==> config.mk <==
export PLATFORM = sky130hd
export DESIGN_NAME = stream_demux1_3
export DESIGN_NICKNAME = d
export VERILOG_FILES = /design/src/rtl/stream_demux1_3.sv
export SDC_FILE = /design/constraint.sdc
export NUM_CORES = 1
export LEC_CHECK = 0
export BUFFER_PORTS_ARGS = -buffer_cell sky130_fd_sc_hd__buf_2
export CELL_PAD_IN_SITES_DETAIL_PLACEMENT = 2
export CELL_PAD_IN_SITES_GLOBAL_PLACEMENT = 2
export CORE_MARGIN = 2
export CORE_UTILIZATION = 40
export CTS_BUF_LIST = sky130_fd_sc_hd__clkbuf_8
export DETAILED_ROUTE_END_ITERATION = 7
export PLACE_DENSITY = 0.8
export SLEW_MARGIN = 5
export SYNTH_ARGS = -nofsm -noshare
export SYNTH_HDL_FRONTEND = slang
export SYNTH_SLANG_ARGS = --single-unit
export TNS_END_PERCENT = 1
==> constraint.sdc <==
create_clock -name clk -period 3.2 [get_ports clk]
set_input_delay 0.48 -clock clk [delete_from_list [all_inputs] [get_ports clk]]
set_output_delay 0.48 -clock clk [all_outputs]
set_load 0.005 [all_outputs]
==> src/rtl/stream_demux1_3.sv <==
// rtl/stream_demux1_3.sv - 1-to-3 stream demux with a 2-entry FIFO per channel
// Select 2'b11 is accepted and dropped, latching a sticky err_sel.
module stream_demux1_3 #(
  parameter int DWIDTH = 32
) (
  input  logic              clk,
  input  logic              rst,
  input  logic              in_valid,
  output logic              in_ready,
  input  logic [DWIDTH-1:0] in_data,
  input  logic [1:0]        in_sel,
  output logic              outA_valid,
  input  logic              outA_ready,
  output logic [DWIDTH-1:0] outA_data,
  output logic              outB_valid,
  input  logic              outB_ready,
  output logic [DWIDTH-1:0] outB_data,
  output logic              outC_valid,
  input  logic              outC_ready,
  output logic [DWIDTH-1:0] outC_data,
  output logic              err_sel
);

  logic [2:0]        w_full;
  logic [2:0]        w_valid;
  logic [2:0]        w_push;
  logic [2:0]        w_pop;
  logic [2:0]        w_out_ready;
  logic [DWIDTH-1:0] w_head [3];
  logic              w_accept;
  logic              r_err;

  assign w_out_ready = {outC_ready, outB_ready, outA_ready};

  // Illegal select is always accepted so a bad word never stalls upstream.
  always_comb begin
    in_ready = 1'b0;
    if (!rst) begin
      case (in_sel)
        2'b00:   in_ready = !w_full[0];
        2'b01:   in_ready = !w_full[1];
        2'b10:   in_ready = !w_full[2];
        default: in_ready = 1'b1;
      endcase
    end
  end

  assign w_accept = in_valid && in_ready;

  for (genvar c = 0; c < 3; c++) begin : g_ch
    logic [1:0]        r_count;
    logic              r_wr_ptr;
    logic              r_rd_ptr;
    logic [DWIDTH-1:0] r_mem [2];

    assign w_push[c]  = w_accept && (in_sel == 2'(c));
    assign w_pop[c]   = w_valid[c] && w_out_ready[c];
    assign w_valid[c] = (r_count != 2'd0);
    assign w_full[c]  = (r_count == 2'd2);
    assign w_head[c]  = r_mem[r_rd_ptr];

    always_ff @(posedge clk or posedge rst) begin
      if (rst) begin
        r_count  <= 2'd0;
        r_wr_ptr <= 1'b0;
        r_rd_ptr <= 1'b0;
      end else begin
        if (w_push[c]) r_wr_ptr <= ~r_wr_ptr;
        if (w_pop[c])  r_rd_ptr <= ~r_rd_ptr;
        case ({w_push[c], w_pop[c]})
          2'b10:   r_count <= r_count + 2'd1;
          2'b01:   r_count <= r_count - 2'd1;
          default: r_count <= r_count;
        endcase
      end
    end

    // Storage is deliberately left unreset; valid gates its visibility.
    always_ff @(posedge clk) begin
      if (w_push[c]) r_mem[r_wr_ptr] <= in_data;
    end
  end

  always_ff @(posedge clk or posedge rst) begin
    if (rst)                                r_err <= 1'b0;
    else if (w_accept && in_sel == 2'b11)   r_err <= 1'b1;
  end

  assign err_sel    = r_err;
  assign outA_valid = w_valid[0];
  assign outB_valid = w_valid[1];
  assign outC_valid = w_valid[2];
  assign outA_data  = w_head[0];
  assign outB_data  = w_head[1];
  assign outC_data  = w_head[2];

endmodule

Word level (Yosys, flattened, before mapping)
Memories as Yosys holds them, arrays and structs flattened.
Cells that the tools add are included.
{"block": "op_classes", "add_sub_neg": 6, "n_eq_ne": 12, "n_mux": 11, "bitwise": 6, "reduce_logical": 18}
{"operator": "$eq A2 B2 Y1 const B", "count": 8}
{"operator": "$pmux W2 S2", "count": 3}
{"operator": "$reduce_bool A2 Y1", "count": 6}
{"operator": "$eq A2 B1 Y1 const B", "count": 4}
{"operator": "$logic_and A1 B1 Y1", "count": 8}
{"operator": "$mux W1", "count": 7}
{"operator": "$add A2 B1 Y2 const B", "count": 3}
{"operator": "$not A1 Y1", "count": 6}
{"operator": "$sub A2 B1 Y2 const B", "count": 3}
{"operator": "$logic_not A1 Y1", "count": 3}
{"operator": "$pmux W1 S3", "count": 1}
{"operator": "$logic_not A2 Y1", "count": 1}
{"block": "word_totals", "reg_bits": 13, "ramBits": 192, "in_bits": 40, "output_inout_bits": 101, "elab_cells": 66, "mem_count": 3}
{"name": "g_ch[0].r_mem", "depth": 2, "word_bits": 32, "rd": 1, "rd_clocked_by_memory_dff": 0, "wr": 1, "line_no": "54", "rtl": "logic [DWIDTH-1:0] r_mem [2];"}
{"name": "g_ch[1].r_mem", "depth": 2, "word_bits": 32, "rd": 1, "rd_clocked_by_memory_dff": 0, "wr": 1, "line_no": "54"}
{"name": "g_ch[2].r_mem", "depth": 2, "word_bits": 32, "rd": 1, "rd_clocked_by_memory_dff": 0, "wr": 1, "line_no": "54"}

Logic depth before layout (Yosys ltp)
Gate-level depths: netlist (run 1).
{"block": "logic_depth", "ltp_word": 8, "depth_mapped": 7, "mapped_depth_nobuf": 6}

Worst setup path before layout (run 1)
OpenSTA, ideal clock, no wires.
{"block": "synth_timing", "kind": "input to register", "from": "in in_sel[1]", "to": "mem g_ch[0].r_mem[0][0] (enable)", "setup_ns": 0.422, "arrival_time_ns": 2.713, "t_required_ns": 2.778, "setup_slack_ns": 0.065, "cell_stages": 4, "path_buffers": 1, "path_cell_list": "or3b_1 > or3_1 > buf_6 > nor2_1"}
{"block": "synth_between", "elab_chain_cells": 7, "word_cells_on_any_way": 9, "cone_classes": "eq/ne: 2; mux: 4; reduce/logical: 3"}
{"item": "from (decl)", "line_no": "11", "rtl": "input logic [1:0] in_sel,"}
{"item": "$eq A2 B2 Y1 (tied with other cells)", "line_no": "39", "rtl": "case (in_sel)"}
{"item": "$pmux W1 S3", "line_no": "39"}
{"item": "$mux W1", "line_no": "38", "rtl": "if (!rst) begin"}
{"item": "$logic_and A1 B1 Y1", "line_no": "48", "rtl": "assign w_accept = in_valid && in_ready;"}
{"item": "$logic_and A1 B1 Y1 (*)", "line_no": "56", "rtl": "assign w_push[c] = w_accept && (in_sel == 2'(c));"}
{"item": "$mux W1 (*)", "line_no": "80", "rtl": "if (w_push[c]) r_mem[r_wr_ptr] <= in_data;"}
{"item": "$mux W1 (implied by the code) (*)", "line_no": "80"}
{"item": "to (decl)", "line_no": "54"}
Mark *: on every way between the ends. The rest lies on a longest branch, timed or not.

Final worst setup path (run 1)
{"block": "layout_timing", "from": "reg g_ch[0].r_rd_ptr", "to": "out outA_data[31]"}
{"block": "layout_between", "elab_chain_cells": 1}
{"item": "from (decl)", "line_no": "53", "rtl": "logic r_rd_ptr;"}
{"item": "from (signal assigned)", "line_no": "69", "rtl": "if (w_pop[c]) r_rd_ptr <= ~r_rd_ptr;"}
{"item": "$mem_v2 Z2 W32"}
{"item": "to (decl)", "line_no": "14", "rtl": "output logic [DWIDTH-1:0] outA_data,"}
Every way passes these cells.

==> results of run 1 <==
## cells in the final DEF (no fill, tap or decap), types with 3 or more instances in the layout
cell type  instances
ha_1               3
dfrtp_2            3
dfrtp_1           10
and2_1             3
nor2b_1            3
nor2_4             6
inv_1             19
clkbuf_8          37
clkinv_2           3
xnor2_1            7
nor2_1             3
or3_1              3
buf_4              6
buf_2            140
xor2_1             6
edfxtp_1         192
or2_2              3
clkinv_1           9
mux2_2            96
## critical path: stages (launching register included)
cell	delay [ns]
dfrtp_2	0.94
mux2_2	0.44
buf_2	0.13
## metal layers
layer	global-route usage	vias up	wire length [µm]
met3	0.05182	23	1017
met5	0	-	0
met4	0.04789	0	254
met1	0.2369	2024	7627
li1	-	1752	-
met2	0.3365	127	9669
## flip-flops by register name, indices dropped and copies added (netlist names)
name	flops
g_ch.r_mem	192
g_ch.r_wr_ptr	3
g_ch.r_rd_ptr	3
err_sel	1
g_ch.r_count	6
## stage by stage
step	hold WS (ns)	worst slack, ns	power, mW	util
2_1_floorplan	0.3570	0.06541	4.277	-
3_3_place_gp	0.4650	0.8120	4.883	0.4618
3_5_place_dp	0.4642	0.7009	4.993	0.4618
4_1_cts	0.02810	0.5970	7.112	0.4944
5_1_grt	0.06464	0.5474	7.337	0.4944
6_report	0.05361	0.7018	6.973	0.4944
## power groups by stage
stage / sequential (mW) / clock (mW) / combinational, mW
floorplan: 3.23 / 0 / 1.04
global placement: 3.51 / 0 / 1.37
detailed placement: 3.56 / 0 / 1.44
CTS: 3.51 / 2.14 / 1.46
global route: 3.54 / 2.26 / 1.53
finish: 3.49 / 2.06 / 1.42
## cell families (layout without fill, tap and decap cells)
logic type,count (synthesis),after routing,synth area share
fa+ha+maj,3,3,0.004931
buf+inv,20,215,0.01331
mux,97,97,0.1433
xor+xnor,15,15,0.01923
flops,205,205,0.8000
simple gates,23,23,0.01644
compound gates,3,3,0.002795
## how the worst min path moves through the flow
| stage | from | end | slack [ns] | depth (start not counted) |
|---|---|---|---|---|
| after floorplan | rst | err_sel$_DFFE_PP0P_ | 0.36 | 1 |
| after global placement | err_sel$_DFFE_PP0P_ | err_sel$_DFFE_PP0P_ | 0.46 | 1 |
| after detailed placement | err_sel$_DFFE_PP0P_ | err_sel$_DFFE_PP0P_ | 0.46 | 1 |
| after CTS | rst | g_ch[2].r_count[1]$_DFFE_PP0P_ | 0.03 | 2 |
| after global routing | rst | g_ch[2].r_count[1]$_DFFE_PP0P_ | 0.06 | 2 |
| final | rst | g_ch[2].r_count[1]$_DFFE_PP0P_ | 0.05 | 2 |
## cell type report
type,count,area (µm²),share of cell area
multi-input combinational,141,1466,0.1586
inverter,5,18.77,0.002029
clock inverter,26,101.3,0.01096
tap,234,292.8,0.03166
sequential,205,6095,0.6590
timing repair buffer,147,765.7,0.08279
clock buffer,37,509.2,0.05506
==> out/metrics.yaml, run 1 <==
global_route:
  grt_usage: 0.1917
  grt_pass1_wl_um: 28200
  grt_antenna_before_repair: 0
  gr-total-overflow: 0
  grt_max_degree: 34
  first_global_vias: 4408
die:
  dieArea_um2: 20150
  die_w_um: 142.0
  core_um2: 18710
  num_rows: 50
  io_pins: 141
  die_h_um: 142.0
  start_util: 0.4070
power_and_ir_drop:
  power.density_nw_per_um2: 753.9
  ir_worst_vdd_mv: 0.4762
  pwr-share-clk: 0.296
  p_comb_frac: 0.203
  p_seq_frac: 0.501
  leakagePower_nw: 3.376
  switchingPower_mw: 1.958
  p_sw_frac: 0.2808
  intPower_mw: 5.015
sta:
  period_minus_slack_ns: 2.498
  slew_viol_final: 0
  finalHoldViolations: 0
  setup_violations: 0
  period_share: 0.7807
  fmax_mhz: 400.3
  tns_ns: 0
  fin_skew_ns: 0.007354
  relSlewSlack: 0.4144
  rsz0062_at_grt: "no"
  tightest_slew_ns: 0.8784
placed_design:
  gp_congestion: 0.7147
  hpwl_um: 12360
  placed_area_um2: 8638
  post-place-cells: 732
  io_buffers: 140
logic_synthesis:
  synth_seq_cells: 205
  ys_types: 22
  postSynthAreaPerCell_um2: 20.80
  synth_top_area_frac: 0.7573
  yosys-top-cells-area: "edfxtp_1 (76%), mux2_2 (14%), dfrtp_1 (4.3%)"
  synth-edff-count: 192
  syn-cell-area_um2: 7614
  async_flop_share: 0.06341
  yosysMostFrequentCell: "edfxtp_1"
  ys_seq_area_frac: 0.8000
  ys.warnings.count: 0
  yosys-top-cells-count: "edfxtp_1 (192), mux2_2 (96), dfrtp_1 (13), buf_2 (9), nor2_1 (9)"
  synth_fp_nets: 409
  synth_top_cell_by_area: "edfxtp_1"
  synth_cells: 366
  synth-main-ff-cell: "edfxtp_1"
clocking:
  h-tree-depth: 2
  path_clk_slew_ns: 0.06
  postCtsResizedCells: 0
  insertion_delay_ns: 0.50
  cts_tree: "yes"
  ctsHoldBuffers: 0
  postCtsSetupRepairBufs: 0
  root_buffer: "clkbuf_8"
  cts.sinks: 205
  numCtsBuffers: 35
  clk_path_buf_depth: 3
layout:
  final_cells: 795
  layout-drive-gt1-share: 0.5294
  area_growth_pct: 21.48
  nets: 578
  fin_area_um2: 9249
  antennaDiodeCount: 0
  nFillCells: 1660
detailed_routing:
  drt_iter0_markers: 186
  wirelength_um: 18570
  first_pass_iters: 4
  vias: 3926
  post-route-drc-count: 0
  ant_nets: 0
  drt-wirelength-per-cell_um: 23.36
  via_per_inst: 4.938
worst_setup_path:
  path_class: "flop to output pin"
  critPathArrivalTime_ns: 2.02
  cp-startpoint: "g_ch[0].r_rd_ptr$_DFFE_PP0P_"
  cp.required_ns: 2.72
  rr_startpoint: "g_ch[2].r_count[1]$_DFFE_PP0P_"
  critPathCaptureType: "output pin"
  rr_endpoint: "g_ch[2].r_mem[1][27]$_DFFE_PP_"
  cp_max_fo: 33
  ff2ff_path_depth: 4
  r2r_setup_slack_ns: 1.01
  endpoint: "outA_data[31]"
  critPathLaunchType: "flop"
worst_hold_path:
  hp-class: "primary input to asynchronous set/reset pin"
run:
  max_cap_viol_count: 0
status:
  outcome: "finished clean"
No activity file was read; power rests on OpenSTA's default activity.
==> run 2, diff against run 1 <==
Settings changed: ABC_AREA from default to 1, PLACE_DENSITY 0.8 to 0.85.
Clock period 3.2 ns to 2.53 ns, I/O delays scaled along.
==> run 2 against run 1 <==
Against the previous run: non-clock buffer count increased by 7; area after synthesis is 1.0% higher; core utilization increased by 1.0 points; cell area rose by 2.4%; sequential cell count did not move; hold slack improved by 0.055 ns; sequential share of layout area decreased by 1.6 points; critical endpoint is now outA_data[15]; largest power group unchanged.
==> out/metrics.yaml, run 2 <==
clocking:
  path_clk_slew_ns: 0.06  # about the same
  h-tree-depth: 2  # unchanged
  numCtsBuffers: 36  # +2.9%
  cts.sinks: 205  # unchanged
  insertion_delay_ns: 0.54  # +0.04 ns
  cts_tree: "yes"
  root_buffer: "clkbuf_8"
  postCtsResizedCells: 0  # unchanged
  clk_path_buf_depth: 3  # unchanged
worst_setup_path:
  cp.required_ns: 2.15  # -0.57 ns
  critPathCaptureType: "output pin"
  crit_family: "flip-flops"
  cp_max_fo: 18  # -45%
  crit_path_cell_trace: "buf_12 -> mux2_2 -> buf_2"
  crit_buf_inv: 2  # +1
  critPathLaunchType: "flop"
  slowest_stage: "dfrtp_2"
  critical-path-max-stage-delay_ns: 0.67  # -0.27 ns
  critPathArrivalTime_ns: 1.96  # -0.06 ns
  path_class: "flop to output pin"
logic_synthesis:
  yosysMostFrequentCell: "nand2_1"
  yosys-top-cells-area: "edfxtp_1 (75%), nand2_1 (10%), mux2_2 (4.7%)"
  postSynthAreaPerCell_um2: 14.65  # -30%
  synth_top_area_frac: 0.7495  # -0.007760
  synth-edff-count: 192  # unchanged
  syn-cell-area_um2: 7692  # +1.0%
  synth_cells: 525  # +43%
  async_flop_share: 0.06341  # unchanged
  synth-main-ff-cell: "edfxtp_1"
  ys.warnings.count: 0  # unchanged
  synth_fp_nets: 568  # +39%
  ys_seq_area_frac: 0.7918  # -0.008198
  ys_types: 22  # unchanged
  yosys-top-cells-count: "nand2_1 (212), edfxtp_1 (192), mux2_2 (32), inv_1 (16)"
  synth_seq_cells: 205  # unchanged
  synth_top_cell_by_area: "edfxtp_1"
detailed_routing:
  ant_nets: 0  # unchanged
  via_per_inst: 4.995  # +1.1%
  wirelength_um: 22020  # +19%
  vias: 4795  # +22%
  post-route-drc-count: 0  # unchanged
  drt-wirelength-per-cell_um: 22.93  # -1.8%
  first_pass_iters: 4  # unchanged
  drt_iter0_markers: 261  # +40%
layout:
  final_util: 0.5045  # +0.01002
  layout_top_registers: "g_ch.r_mem x192, g_ch.r_count x6"
  layout_commonest_cell: "nand2_1"
  nets: 742  # +28%
  final_cells: 960  # +21%
  layout-drive-gt1-share: 0.3499  # -0.1795
  layout_common_cells: "nand2_1 (212), edfxtp_1 (192), buf_2 (140)"
  area_growth_pct: 23.08
  fin_area_um2: 9468  # +2.4%
  largest_reg_flops: 192  # unchanged
  antennaDiodeCount: 0  # unchanged
  largest_register: "g_ch.r_mem"
sta:
  tightest_slew_ns: 0.6739  # -0.2045 ns
  finalHoldViolations: 0  # unchanged
  worst_slack_ns: 0.1934  # -0.5084 ns
  fin_skew_ns: 0.03251  # +0.02515 ns
  slew_viol_final: 0  # unchanged
  relSlewSlack: 0.5501  # +0.1356
  period_minus_slack_ns: 2.337
  setup_violations: 0  # unchanged
  fmax_mhz: 428.0
  period_share: 0.9236
  rsz0062_at_grt: "no"
die:
  io_pins: 141  # unchanged
  core_um2: 18770  # +0.33%
  num_rows: 50  # unchanged
  start_util: 0.4099  # +0.002843
  die_h_um: 142.7  # +0.50%
  dieArea_um2: 20360  # +1.0%
  die_w_um: 142.7  # +0.50%
run:
  max_cap_viol_count: 0  # unchanged
placed_design:
  hpwl_um: 15490  # +25%
  gp_congestion: 0.7684  # +7.5%
  io_buffers: 140  # unchanged
  placed_area_um2: 8783  # +1.7%
  pre_cts_ws_ns: 0.2629  # -0.4380 ns
  post-place-cells: 894  # +22%
global_route:
  grt_antenna_before_repair: 0  # unchanged
  first_global_vias: 5495  # +25%
  grt_pass1_wl_um: 33410  # +18%
  grt_usage: 0.2243  # +0.03265
  grt_max_degree: 34  # unchanged
  gr-total-overflow: 0  # unchanged
power_and_ir_drop:
  total_power_mw: 9.434  # +35%
  power.density_nw_per_um2: 996.4  # +32%
  ir_worst_vdd_mv: 0.4524  # -5.0%
  leakagePower_nw: 3.899  # +16%
status:
  outcome: "finished clean"
worst_hold_path:
  hp-class: "primary input to flop"
-- run 2: report_power, final --
group	total [mW]	switching [mW]	leakage [nW]	internal [mW]
Clock	2.86	1.33	0.395	1.53
Sequential	4.08	0.181	1.88	3.90
Combinational	2.50	1.55	1.62	0.951
-- run 2: metrics by stage --
step / hold WS [ns] / TNS (ns)
after CTS: 0.09520 / 0
after floorplan: 0.3019 / -14.36
final: 0.1089 / 0
after global placement: 0.3226 / 0
after detailed placement: 0.3376 / 0
after global routing: 0.1084 / 0
-- run 2: cell families (layout without fill, tap and decap cells) --
kind of cell,after synthesis,after routing,share of synthesized area
and+or+nand+nor,230,230,0.1215
DFF,205,205,0.7918
buffers and inverters,39,240,0.01984
muxes,32,32,0.04685
xor gates and xnor gates,9,9,0.01025
AOI/OAI and AO/OA,7,7,0.004879
adders and majority gates,3,3,0.004880
-- run 2: path summary, 6_finish.rpt --
path,slack (ns),from,cells past startpoint,to
max reg2reg,0.30,g_ch[0].r_count[0]$_DFFE_PP0P_,10,g_ch[0].r_count[1]$_DFFE_PP0P_
min reg2reg,0.50,err_sel$_DFFE_PP0P_,1,err_sel$_DFFE_PP0P_
min in group asynchronous,0.35,rst,3,err_sel$_DFFE_PP0P_
min,0.11,in_data[0],1,g_ch[1].r_mem[1][0]$_DFFE_PP_
max,0.19,g_ch[0].r_rd_ptr$_DFFE_PP0P_,3,outA_data[15]
max in group asynchronous,1.70,rst,4,g_ch[0].r_rd_ptr$_DFFE_PP0P_
-- run 2: worst register-to-register path, delay by kind of cell, from the launching register on --
family | cells | cell delay [ns]
and+or+nand+nor | 5 | 0.59
DFF | 1 | 0.47
adders and majority gates | 1 | 0.38
AOI/OAI and AO/OA | 2 | 0.33
xor gates and xnor gates | 1 | 0.27
buffers and inverters | 1 | 0.10
-- run 2: routing by layer --
| layer | part of all wire | global-route usage | routed length, µm | up-vias |
|---|---|---|---|---|
| li1 | - | - | - | 2165 |
| met4 | 0.024 | 0.07243 | 531 | 0 |
| met2 | 0.53 | 0.4059 | 11700 | 148 |
| met1 | 0.40 | 0.2719 | 8879 | 2440 |
| met5 | 0 | 0 | 0 | - |
| met3 | 0.041 | 0.04058 | 911 | 42 |
-- run 2: area by class of cell --
type,count,area [µm²]
clock buffer,39,536.8
clock inverter,26,137.6
sequential,205,6092
multi-input combinational,281,1471
fill,1789,9300
tap,234,292.8
inverter,21,78.83
timing repair buffer,154,858.3
-- run 2: what timing repair did --
action | CTS | global route
hold buffers | 1 | 0
setup buffers | 0 | 0
hold endpoints to repair | 1 | 0
